File: src/rtl/systolic_seq_ctrl_if.sv
// Operand and result streams between the systolic sequencer and its host.
// The slave modport is the sequencer side; the master modport is the host side.
interface systolic_seq_ctrl_if;
    logic        in_valid;
    logic [15:0] in_data;
    logic        in_ready;
    logic        out_valid;
    logic [15:0] out_data;
    logic        out_ready;

    modport master (
        output in_valid,
        output in_data,
        input  in_ready,
        input  out_valid,
        input  out_data,
        output out_ready
    );

    modport slave (
        input  in_valid,
        input  in_data,
        output in_ready,
        output out_valid,
        output out_data,
        input  out_ready
    );
endinterface

File: src/rtl/systolic_seq_ctrl.sv
// Sequencer for a systolic array: clear, load 64 B and 8 A words, shift, drain 8 partial sums.
// Outputs are combinational from registered state; input stalls and out_ready=0 simply hold the counters.
module systolic_seq_ctrl #(
    parameter int SHIFT_CYCLES = 16
) (
    input  logic                Clock,
    input  logic                rst,
    input  logic                start,
    input  logic                abort,
    systolic_seq_ctrl_if.slave  io,
    output logic                busy,
    output logic                done,
    output logic                external_we,
    output logic                sel_a_or_b,
    output logic [5:0]          b_sel,
    output logic [2:0]          a_sel,
    output logic [15:0]         external_wdata,
    output logic                data_clear,
    output logic                en_shift_right,
    output logic                en_shift_bottom,
    output logic [2:0]          ps_sel,
    input  logic [15:0]         ps_bottom_out
);

    typedef enum logic [2:0] {
        IDLE,
        CLEAR,
        LOAD_B,
        LOAD_A,
        SHIFT,
        DRAIN,
        DONE
    } state_t;

    localparam logic [7:0] SHIFT_LAST = 8'(SHIFT_CYCLES - 1);

    state_t      state, state_nxt;
    logic [5:0]  word_cnt, word_cnt_nxt;
    logic [7:0]  shift_cnt, shift_cnt_nxt;

    logic        in_rdy;
    logic        in_acc;
    logic        out_vld;
    logic [15:0] out_dat;

    always_ff @(posedge Clock or posedge rst) begin
        if (rst) begin
            state     <= IDLE;
            word_cnt  <= 6'd0;
            shift_cnt <= 8'd0;
        end else begin
            state     <= state_nxt;
            word_cnt  <= word_cnt_nxt;
            shift_cnt <= shift_cnt_nxt;
        end
    end

    always_comb begin
        state_nxt       = state;
        word_cnt_nxt    = word_cnt;
        shift_cnt_nxt   = shift_cnt;
        in_rdy          = 1'b0;
        in_acc          = 1'b0;
        out_vld         = 1'b0;
        out_dat         = 16'd0;
        done            = 1'b0;
        external_we     = 1'b0;
        sel_a_or_b      = 1'b0;
        b_sel           = 6'd0;
        a_sel           = 3'd0;
        external_wdata  = 16'd0;
        data_clear      = 1'b0;
        en_shift_right  = 1'b0;
        en_shift_bottom = 1'b0;
        ps_sel          = 3'd0;

        case (state)
            IDLE: begin
                if (start) begin
                    state_nxt = CLEAR;
                end
            end

            CLEAR: begin
                data_clear   = 1'b1;
                word_cnt_nxt = 6'd0;
                state_nxt    = LOAD_B;
            end

            LOAD_B: begin
                in_rdy = 1'b1;
                in_acc = io.in_valid;
                b_sel  = word_cnt;
                if (in_acc) begin
                    external_we    = 1'b1;
                    external_wdata = io.in_data;
                    if (word_cnt == 6'd63) begin
                        word_cnt_nxt = 6'd0;
                        state_nxt    = LOAD_A;
                    end else begin
                        word_cnt_nxt = word_cnt + 6'd1;
                    end
                end
            end

            LOAD_A: begin
                in_rdy     = 1'b1;
                in_acc     = io.in_valid;
                sel_a_or_b = 1'b1;
                a_sel      = word_cnt[2:0];
                if (in_acc) begin
                    external_we    = 1'b1;
                    external_wdata = io.in_data;
                    if (word_cnt[2:0] == 3'd7) begin
                        word_cnt_nxt  = 6'd0;
                        shift_cnt_nxt = 8'd0;
                        state_nxt     = SHIFT;
                    end else begin
                        word_cnt_nxt = word_cnt + 6'd1;
                    end
                end
            end

            SHIFT: begin
                en_shift_right  = 1'b1;
                en_shift_bottom = 1'b1;
                if (shift_cnt == SHIFT_LAST) begin
                    shift_cnt_nxt = 8'd0;
                    word_cnt_nxt  = 6'd0;
                    state_nxt     = DRAIN;
                end else begin
                    shift_cnt_nxt = shift_cnt + 8'd1;
                end
            end

            // ps_sel only moves on a completed transfer, so out_data holds under backpressure
            DRAIN: begin
                out_vld = 1'b1;
                ps_sel  = word_cnt[2:0];
                out_dat = ps_bottom_out;
                if (io.out_ready) begin
                    if (word_cnt[2:0] == 3'd7) begin
                        word_cnt_nxt = 6'd0;
                        state_nxt    = DONE;
                    end else begin
                        word_cnt_nxt = word_cnt + 6'd1;
                    end
                end
            end

            DONE: begin
                done      = 1'b1;
                state_nxt = IDLE;
            end

            default: begin
                state_nxt = IDLE;
            end
        endcase

        // Cancel wins over everything, including a start seen in IDLE
        if (abort) begin
            state_nxt     = IDLE;
            word_cnt_nxt  = 6'd0;
            shift_cnt_nxt = 8'd0;
        end
    end

    assign busy         = (state != IDLE);
    assign io.in_ready  = in_rdy;
    assign io.out_valid = out_vld;
    assign io.out_data  = out_dat;

endmodule

File: src/flat_wrapper.sv
// flat-port wrapper written by rule: the top's interface ports become plain ports
module systolic_seq_ctrl_flat 
#(
    parameter int SHIFT_CYCLES = 16
)
  (Clock, rst, start, abort, busy, done, external_we, sel_a_or_b, b_sel, a_sel, external_wdata, data_clear, en_shift_right, en_shift_bottom, ps_sel, ps_bottom_out, io_in_valid, io_in_data, io_in_ready, io_out_valid, io_out_data, io_out_ready);
  systolic_seq_ctrl_if io_i ();
  input  logic Clock;
  input  logic rst;
  input  logic start;
  input  logic abort;
  output logic busy;
  output logic done;
  output logic external_we;
  output logic sel_a_or_b;
  output logic [5:0] b_sel;
  output logic [2:0] a_sel;
  output logic [15:0] external_wdata;
  output logic data_clear;
  output logic en_shift_right;
  output logic en_shift_bottom;
  output logic [2:0] ps_sel;
  input  logic [15:0] ps_bottom_out;
  input wire logic [$bits(io_i.in_valid)-1:0] io_in_valid;
  input wire logic [$bits(io_i.in_data)-1:0] io_in_data;
  output wire logic [$bits(io_i.in_ready)-1:0] io_in_ready;
  output wire logic [$bits(io_i.out_valid)-1:0] io_out_valid;
  output wire logic [$bits(io_i.out_data)-1:0] io_out_data;
  input wire logic [$bits(io_i.out_ready)-1:0] io_out_ready;
  assign io_i.in_valid = io_in_valid;
  assign io_i.in_data = io_in_data;
  assign io_in_ready = io_i.in_ready;
  assign io_out_valid = io_i.out_valid;
  assign io_out_data = io_i.out_data;
  assign io_i.out_ready = io_out_ready;
  systolic_seq_ctrl #(.SHIFT_CYCLES(SHIFT_CYCLES)) u_core (.Clock(Clock), .rst(rst), .start(start), .abort(abort), .io(io_i), .busy(busy), .done(done), .external_we(external_we), .sel_a_or_b(sel_a_or_b), .b_sel(b_sel), .a_sel(a_sel), .external_wdata(external_wdata), .data_clear(data_clear), .en_shift_right(en_shift_right), .en_shift_bottom(en_shift_bottom), .ps_sel(ps_sel), .ps_bottom_out(ps_bottom_out));
endmodule
File: config.mk
export PLATFORM = sky130hd
export DESIGN_NAME = systolic_seq_ctrl_flat
export DESIGN_NICKNAME = d
export VERILOG_FILES = /design/src/rtl/systolic_seq_ctrl_if.sv /design/src/rtl/systolic_seq_ctrl.sv /design/src/flat_wrapper.sv
export SDC_FILE = /design/constraint.sdc
export NUM_CORES = 1
export LEC_CHECK = 0
export ABC_AREA = 1
export CAP_MARGIN = 0
export CORE_UTILIZATION = 42
export CTS_CLUSTER_DIAMETER = 80
export DETAILED_ROUTE_END_ITERATION = 6
export GPL_TIMING_DRIVEN = 0
export PLACE_DENSITY = 0.86
export SLEW_MARGIN = 20
export SYNTH_ARGS = -nofsm -noshare
export SYNTH_HDL_FRONTEND = slang
export SYNTH_SLANG_ARGS = --single-unit
File: constraint.sdc
create_clock -name Clock -period 2.6 [get_ports Clock]
set_input_delay 0.26 -clock Clock [delete_from_list [all_inputs] [get_ports Clock]]
set_output_delay 0.26 -clock Clock [all_outputs]
set_load 0.02 [all_outputs]
==> Word level (Yosys, flattened, before mapping) <==
Cells that the tools add are included.
{ "word_totals": {"regBits": 17, "latchBits": 0, "ram_bits": 0, "romBits": 0, "in_bits": 38, "elab_cells": 67, "mem_count": 0} }
{ "classes": {"add_sub_neg": 2, "n_mul": 0, "n_div": 0, "order_cmp": 0, "eq_ne": 17, "shift": 0, "n_mux": 37, "bitwise": 0, "reduce_logical": 8} }
{ "ops": {"columns": ["op", "count"], "rows": [
  ["16-bit two-way mux", 3],
  ["6-bit two-way mux", 8],
  ["3-bit two-way mux", 11],
  ["8-bit two-way mux", 4],
  ["6-bit case mux with 5 select lines", 1],
  ["3-bit case mux with 6 select lines", 1],
  ["8-bit case mux with 2 select lines", 1],
  ["3-bit equality test, second input constant", 4],
  ["3-bit by 2-bit != test with 1-bit output, second input constant", 4],
  ["3-bit != test, second input constant", 4],
  ["8-bit by 1-bit adder with 8-bit output, second input constant", 1],
  ["8-bit by 4-bit equality test with 1-bit output, second input constant", 1],
  ["1-bit two-way mux", 8],
  ["8-bit AND reduction", 1],
  ["6-bit by 1-bit adder with 6-bit output, second input constant", 1],
  ["3-bit by 2-bit equality test with 1-bit output, second input constant", 2],
  ["6-bit equality test, second input constant", 1],
  ["3-bit nonzero test", 2],
  ["6-bit nonzero test", 1],
  ["5-bit AND reduction", 1],
  ["3-bit by 1-bit equality test with 1-bit output, second input constant", 1],
  ["3-bit zero test", 1],
  ["3-bit AND reduction", 1],
  ["2-bit OR reduction", 1]
]} }

==> Longest topological paths before layout <==
Gate-level depths: netlist of the first run.
{ "depth": {"word_depth": 5, "ltp_mapped": 11, "ltp_nobuf": 10} }

==> Worst setup path after synthesis of the first run <==
No wires, ideal clock.
{ "synth_path": {"path_kind": "register to output", "start": "register u_core.state[1]", "end": "output port io_out_data[10]", "arrival_ns": 1.248, "required_time_ns": 2.340, "slack_ns": 1.092, "path_stages_with_launch": 6, "cell_sequence": "dfrtp_1 inv_2 nand3_2 buf_2 buf_2 nor2_1"} }
{ "synth_via": {"elab_chain_cells": 2} }
{ "synth_lines": {"columns": ["element", "line_no", "source"], "rows": [
  ["start: declaration", "systolic_seq_ctrl.sv:37", "state_t state, state_nxt;"],
  ["start signal: assignment", "systolic_seq_ctrl.sv:52", "state <= state_nxt;"],
  ["3-bit equality test", "systolic_seq_ctrl.sv:77", "case (state)"],
  ["16-bit two-way mux", "systolic_seq_ctrl.sv:77", null],
  ["end: declaration", "flat_wrapper.sv:28", "output wire logic [$bits(io_i.out_data)-1:0] io_out_data;"]
]} }
Every way passes these cells.

==> Worst setup path after layout of the first run <==
{ "layout_path": {"start": "register u_core.state[1]", "end": "output port io_out_data[13]"} }
Same word-level chain as after synthesis.

==> results of run 1 <==
metrics by stage:
stage | instance area (sq um) | util (%) | total power, mW | instances | worst slack [ns]
after floorplan | 1643 | - | 0.9438 | 272 | 1.092
after global placement | 2594 | 69.80 | 1.265 | 409 | 0.5798
after detailed placement | 2594 | 69.80 | 1.272 | 409 | 0.5687
after CTS | 2639 | 71.01 | 1.471 | 413 | 0.2925
after global routing | 2639 | 71.01 | 1.563 | 413 | 0.1706
final | 2639 | 71.01 | 1.459 | 413 | 0.3090
kinds of logic after synthesis:
| family | Yosys count | share of synthesized area [%] |
|---|---|---|
| compound gates | 17 | 6.017 |
| xor+xnor | 2 | 1.066 |
| fa+ha+maj | 3 | 2.285 |
| buf+inv | 57 | 14.78 |
| flops | 17 | 25.90 |
| simple gates | 176 | 49.96 |
power by group through the flow:
stage          clock network (mW)  registers (mW)  logic [mW]
2_1_floorplan                   0           0.321       0.623
3_3_place_gp                    0           0.325       0.939
3_5_place_dp                    0           0.327       0.946
4_1_cts                     0.198           0.322       0.951
5_1_grt                     0.207           0.326        1.03
6_report                    0.193           0.322       0.944
registers in the layout, summed over array words and instances, names as in the netlist:
| name | cells |
|---|---|
| u_core.shift_cnt | 8 |
| u_core.word_cnt | 6 |
| u_core.state | 3 |
cells in the final DEF (no fill, tap or decap), types with 2 or more instances in the layout:
| cell type | n |
|---|---|
| a21oi_1 | 4 |
| buf_2 | 3 |
| buf_4 | 2 |
| buf_6 | 2 |
| clkbuf_1 | 4 |
| clkbuf_8 | 3 |
| clkdlybuf4s50_1 | 89 |
| dfrtp_1 | 17 |
| ha_1 | 3 |
| inv_1 | 38 |
| inv_2 | 8 |
| nand2_1 | 70 |
| nand2_2 | 3 |
| nand3_1 | 21 |
| nand3_2 | 5 |
| nand4_1 | 7 |
| nor2_1 | 59 |
| nor2_4 | 4 |
| o21ai_0 | 5 |
| o21ai_1 | 4 |
| o21ai_2 | 2 |
| xor2_1 | 2 |
how the worst min path moves through the flow:
stage	from	endpoint	slack, ns	depth (start not counted)
after floorplan	rst	u_core.shift_cnt[0]	0.19	1
after global placement	u_core.shift_cnt[1]	u_core.shift_cnt[1]	0.48	2
after detailed placement	u_core.word_cnt[5]	u_core.word_cnt[5]	0.51	2
after CTS	rst	u_core.word_cnt[4]	0.42	2
after global routing	rst	u_core.word_cnt[3]	0.47	2
final	rst	u_core.word_cnt[4]	0.40	2
cell usage after synthesis, types with 3 or more instances:
library cell | number | share of area, %
nand3_2 | 5 | 3.0
ha_1 | 3 | 2.3
nand3_1 | 21 | 6.4
a21oi_1 | 4 | 1.2
nor2_1 | 59 | 13
nand2_1 | 70 | 16
nand2_2 | 3 | 1.1
nor2_4 | 4 | 2.7
nand4_1 | 7 | 2.7
o21ai_0 | 5 | 1.5
dfrtp_1 | 17 | 26
inv_1 | 38 | 8.7
buf_2 | 3 | 0.91
inv_2 | 8 | 1.8
clkbuf_1 | 3 | 0.69
o21ai_1 | 4 | 1.2
worst register-to-register path, cell delays in order (launching register included):
cell and delay [ns]:
dfrtp_1 0.38, ha_1 0.23, nand3_1 0.17, o21ai_2 0.32
nand2_4 0.12, nor2_8 0.16, inv_4 0.06, nand2_1 0.07
o21ai_2 0.05
area by class of cell:
cell class | count | area (sq um)
Buffer | 10 | 63.81
Clock buffer | 4 | 45.04
Fill cell | 334 | 1077
Inverter | 47 | 178.9
Multi-Input combinational cell | 198 | 974.7
Sequential cell | 17 | 425.4
Tap cell | 48 | 60.06
Timing Repair Buffer | 89 | 890.9
routing by layer:
metal	wire [um]	share of wire, %	up-vias	GRT usage [%]
li1	-	-	1013	-
met2	2182	48	66	40.92
met5	0	0	-	0
met4	89	2.0	0	5.556
met1	1981	44	879	27.22
met3	265	5.9	13	4.754
==> results.yml, run 1 <==
sta:
  skew_ns: 0.004739
  whs_ns: 0.3970
  finalCriticalPeriod_ns: 2.291
  rsz0062_at_grt: "no"
  tightest_slew_ns: 0.6579
  drv_slew: 0
  slew_headroom_pct: 56.09
  post-route-period-util_pct: 88.12
  setup_viol: 0
  hold_viol_final: 0
  clock.fmax_ghz: 0.4365
  setup_tns_ns: 0
final_layout:
  fin_nets: 407
  antennaDiodeCount: 0
  flow.area_growth_from_synthesis_pct: 60.62
  layout-drive-gt1-share_pct: 10.41
cts:
  clk_latency_ns: 0.25
  clk_pin_slew_ns: 0.06
  clock_path_buffers: 2
  post-cts-setup-buffers: 0
  cts_resized: 0
  cts_made_buffers: 3
  htreeDepth: 1
  clkSinkCount: 17
  cts_tree: "built"
  cts_hold_buf: 0
  clock_tree.root_cell: "clkbuf_8"
power_and_ir_drop:
  p_leak_nw: 1.270
  seqPwrFrac_pct: 22.1
  switching_share_pct: 46.14
  vdd_ir_drop_max_mv: 0.3377
  p_sw_uw: 673.0
  power_frac_comb_pct: 64.7
  intPower_uw: 785.5
  clock_power_share_pct: 13.2
  powerDensity_mw_per_mm2: 552.7
synth:
  ys_seq_elements: 17
  yosysWarnings: 0
  ys_async_sr_fraction_pct: 100.0
  syn_area_sq_mm: 0.001643
  synth_edf_count: 0
  synth-main-ff-cell: "dfrtp_1"
  synth_fp_nets: 313
  netlist_instances: 272
  synth_area_per_cell_sq_um: 6.040
  seq_area_frac_synth_pct: 25.89
  yosysUniqueCellTypes: 30
grt:
  grt_pass1_vias: 1718
  grt_max_degree: 18
  grt_usage_pct: 22.69
  overflow: 0
  antenna_found_initial: 0
  grt_first_pass_wirelength_um: 7548
critical_path:
  crit_cells: 6
  worst_setup_path_end_kind: "primary output"
  arrival_ns: 2.03
  crit_start: "u_core.state[1]"
  worst-setup-path-type: "reg -> out"
  critPathMostFrequentCell: "buf_2"
  timing.critical_path.to: "io_out_data[13]"
  critPathMaxStageDelay_ns: 0.61
  start_kind: "flip-flop"
  slowest_stage: "clkdlybuf4s50_1"
  r2r-start: "u_core.shift_cnt[0]"
  r2r_end: "u_core.word_cnt[2]"
  crit_fanout: 10
  crit_chain: "inv_2 -> nand3_2 -> buf_2 -> buf_2 -> nor2_1 -> clkdlybuf4s50_1"
  ff2ff_setup_slack_ns: 0.93
  worstPathRequired_ns: 2.34
  crit_family: "buffers and inverters"
  cp_num_buf_inv: 4
  worstRegToRegCells: 8
drt:
  viasPerCell: 4.772
  ant_nets: 0
  wl_um: 4519
  drt-wirelength-per-cell_um: 10.94
  dr.first_iter.drc_count: 114
  dr.pass1.iters: 4
  vias: 1971
  remaining_drc_errors: 0
placement:
  place.port_buffers: 89
  post-dp-hpwl_um: 3698
  place_congestion: 0.8270
min_path:
  hold_path_class: "in -> async"
status:
  status: "finished clean"
floorplan:
  start_util_pct: 44.21
  ios: 91
  rows: 22
  die_width_um: 64.54
  coreArea_sq_mm: 0.003716
  die-area_sq_mm: 0.004165
  die_y_um: 64.54
job:
  max_cap_violations: 0
No activity file was read; power rests on OpenSTA's default activity.
==> inputs of run 2 (changes only) <==
- CORE_UTILIZATION: 42 -> 39
- PLACE_DENSITY: 0.86 -> 0.81
- clock period: 2.6 -> 2.5 ns (I/O delays scaled with it)
==> run 2 against run 1 <==
  * Via count is 1.4% higher
  * Register-to-register slack worse by 0.10 ns
  * Total power is 5.7% higher
  * Final cell count is 0.48% higher
  * Critical endpoint unchanged
  * Die area is 7.4% higher
==> results.yml, run 2 (same netlist as run 1, synthesis figures left out) <==
final_layout:
  layout-drive-gt1-share_pct: 10.68
  reg_top3: "u_core.shift_cnt x8, u_core.word_cnt x6, u_core.state x3"
  regMostFlops: "u_core.shift_cnt"
  seq_area_sq_um: 425.4
  layout_commonest_cell: "clkdlybuf4s50_1"
  largest_reg_flops: 8
  antennaDiodeCount: 0
  multiInputGateArea_sq_um: 974.7
  fin_nets: 407
  flow.area_growth_from_synthesis_pct: 60.85
  final_cell_mix: "clkdlybuf4s50_1, nand2_1, nor2_1"
  nFillCells: 363
critical_path:
  start_kind: "flip-flop"
  worstPathRequired_ns: 2.25
  worst_setup_path_end_kind: "primary output"
  crit_fanout: 10
  r2r-start: "u_core.shift_cnt[0]"
  r2r_end: "u_core.word_cnt[2]"
  worst-setup-path-type: "reg -> out"
  arrival_ns: 2.04
  worstRegToRegCells: 8
  ff2ff_setup_slack_ns: 0.83
grt:
  grt_pass1_vias: 1780
  overflow: 0
  grt_max_degree: 18
  grt_first_pass_wirelength_um: 7831
  grt_usage_pct: 22.80
  antenna_found_initial: 0
floorplan:
  coreArea_sq_mm: 0.004029
  die_y_um: 66.90
  rows: 23
  start_util_pct: 40.78
  die_width_um: 66.90
  die-area_sq_mm: 0.004476
  ios: 91
cts:
  clock_tree.root_cell: "clkbuf_8"
  cts_tree: "built"
  cts_made_buffers: 3
  clock_path_buffers: 2
  clk_pin_slew_ns: 0.08
  post-cts-setup-buffers: 0
  clkSinkCount: 17
  cts_hold_buf: 0
  htreeDepth: 1
  cts_resized: 0
  clk_latency_ns: 0.26
sta:
  slew_headroom_pct: 54.74
  tightest_slew_ns: 0.6781
  rsz0062_at_grt: "no"
  skew_ns: 0.01249
  post-route-period-util_pct: 91.62
  finalCriticalPeriod_ns: 2.291
  whs_ns: 0.3840
  drv_slew: 0
  setup_viol: 0
  clock.fmax_ghz: 0.4366
  hold_viol_final: 0
  setup_tns_ns: 0
drt:
  vias: 1998
  dr.first_iter.drc_count: 99
  dr.pass1.iters: 4
  wl_um: 4857
  ant_nets: 0
  remaining_drc_errors: 0
  viasPerCell: 4.814
  drt-wirelength-per-cell_um: 11.70
power_and_ir_drop:
  powerDensity_mw_per_mm2: 583.6
  vdd_ir_drop_max_mv: 0.4523
  p_leak_nw: 1.273
placement:
  post-dp-hpwl_um: 3881
  place.port_buffers: 89
  place_congestion: 0.8405
min_path:
  hold_path_class: "in -> async"
job:
  max_cap_violations: 0
status:
  status: "finished clean"
## run 2: cell count changes in the layout (fill, tap and decap cells not counted), sizes merged
cell    previous run  this run
clkbuf             7         6
clkinv             0         1
## run 2: where the power goes
group          switching, mW  internal [mW]
registers             0.0291          0.306
logic                  0.599          0.398
clock network         0.0997          0.111
## run 2: critical path: stages, from the launching register on
cell and delay [ns]:
dfrtp_1 0.46, inv_2 0.13, nand3_2 0.11, buf_2 0.20, buf_2 0.19, nor2_1 0.10
clkdlybuf4s50_1 0.61
## run 2: stage by stage
stage	utilization, %	instances	worst slack [ns]	instance area, sq um	total power, mW
after detailed placement	64.44	411	0.4729	2596	1.329
after CTS	65.59	415	0.1911	2643	1.546
after global placement	64.44	411	0.4836	2596	1.320
after global routing	65.59	415	0.08616	2643	1.644
after floorplan	-	272	1.002	1643	0.9815
final	65.59	415	0.2095	2643	1.542
## run 2: cell type report
class | instances | area share [%]
repair buffers | 89 | 33.71
multi-input cells | 198 | 36.88
flip-flops and latches | 17 | 16.10
plain buffers | 10 | 2.415
well taps | 50 | 2.367
inverters | 47 | 6.771
clock inverters | 1 | 0.1894
clock buffers | 3 | 1.563
## run 2: worst max-delay path by stage
stage,from,end,slack [ns]
after global routing,u_core.state[1],io_out_data[9],0.09
after CTS,u_core.state[1],io_out_data[13],0.19
final,u_core.state[1],io_out_data[13],0.21
after global placement,u_core.state[1],io_out_data[6],0.48
after floorplan,u_core.state[1],io_out_data[10],1.00
after detailed placement,u_core.state[1],io_out_data[13],0.47
## run 2: routing by layer
metal	track usage, %	vias to the layer above	wire [um]
met3	4.452	7	242
met2	41.04	52	2477
li1	-	1023	-
met1	26.80	916	2100
met4	6.915	0	38
met5	0	-	0
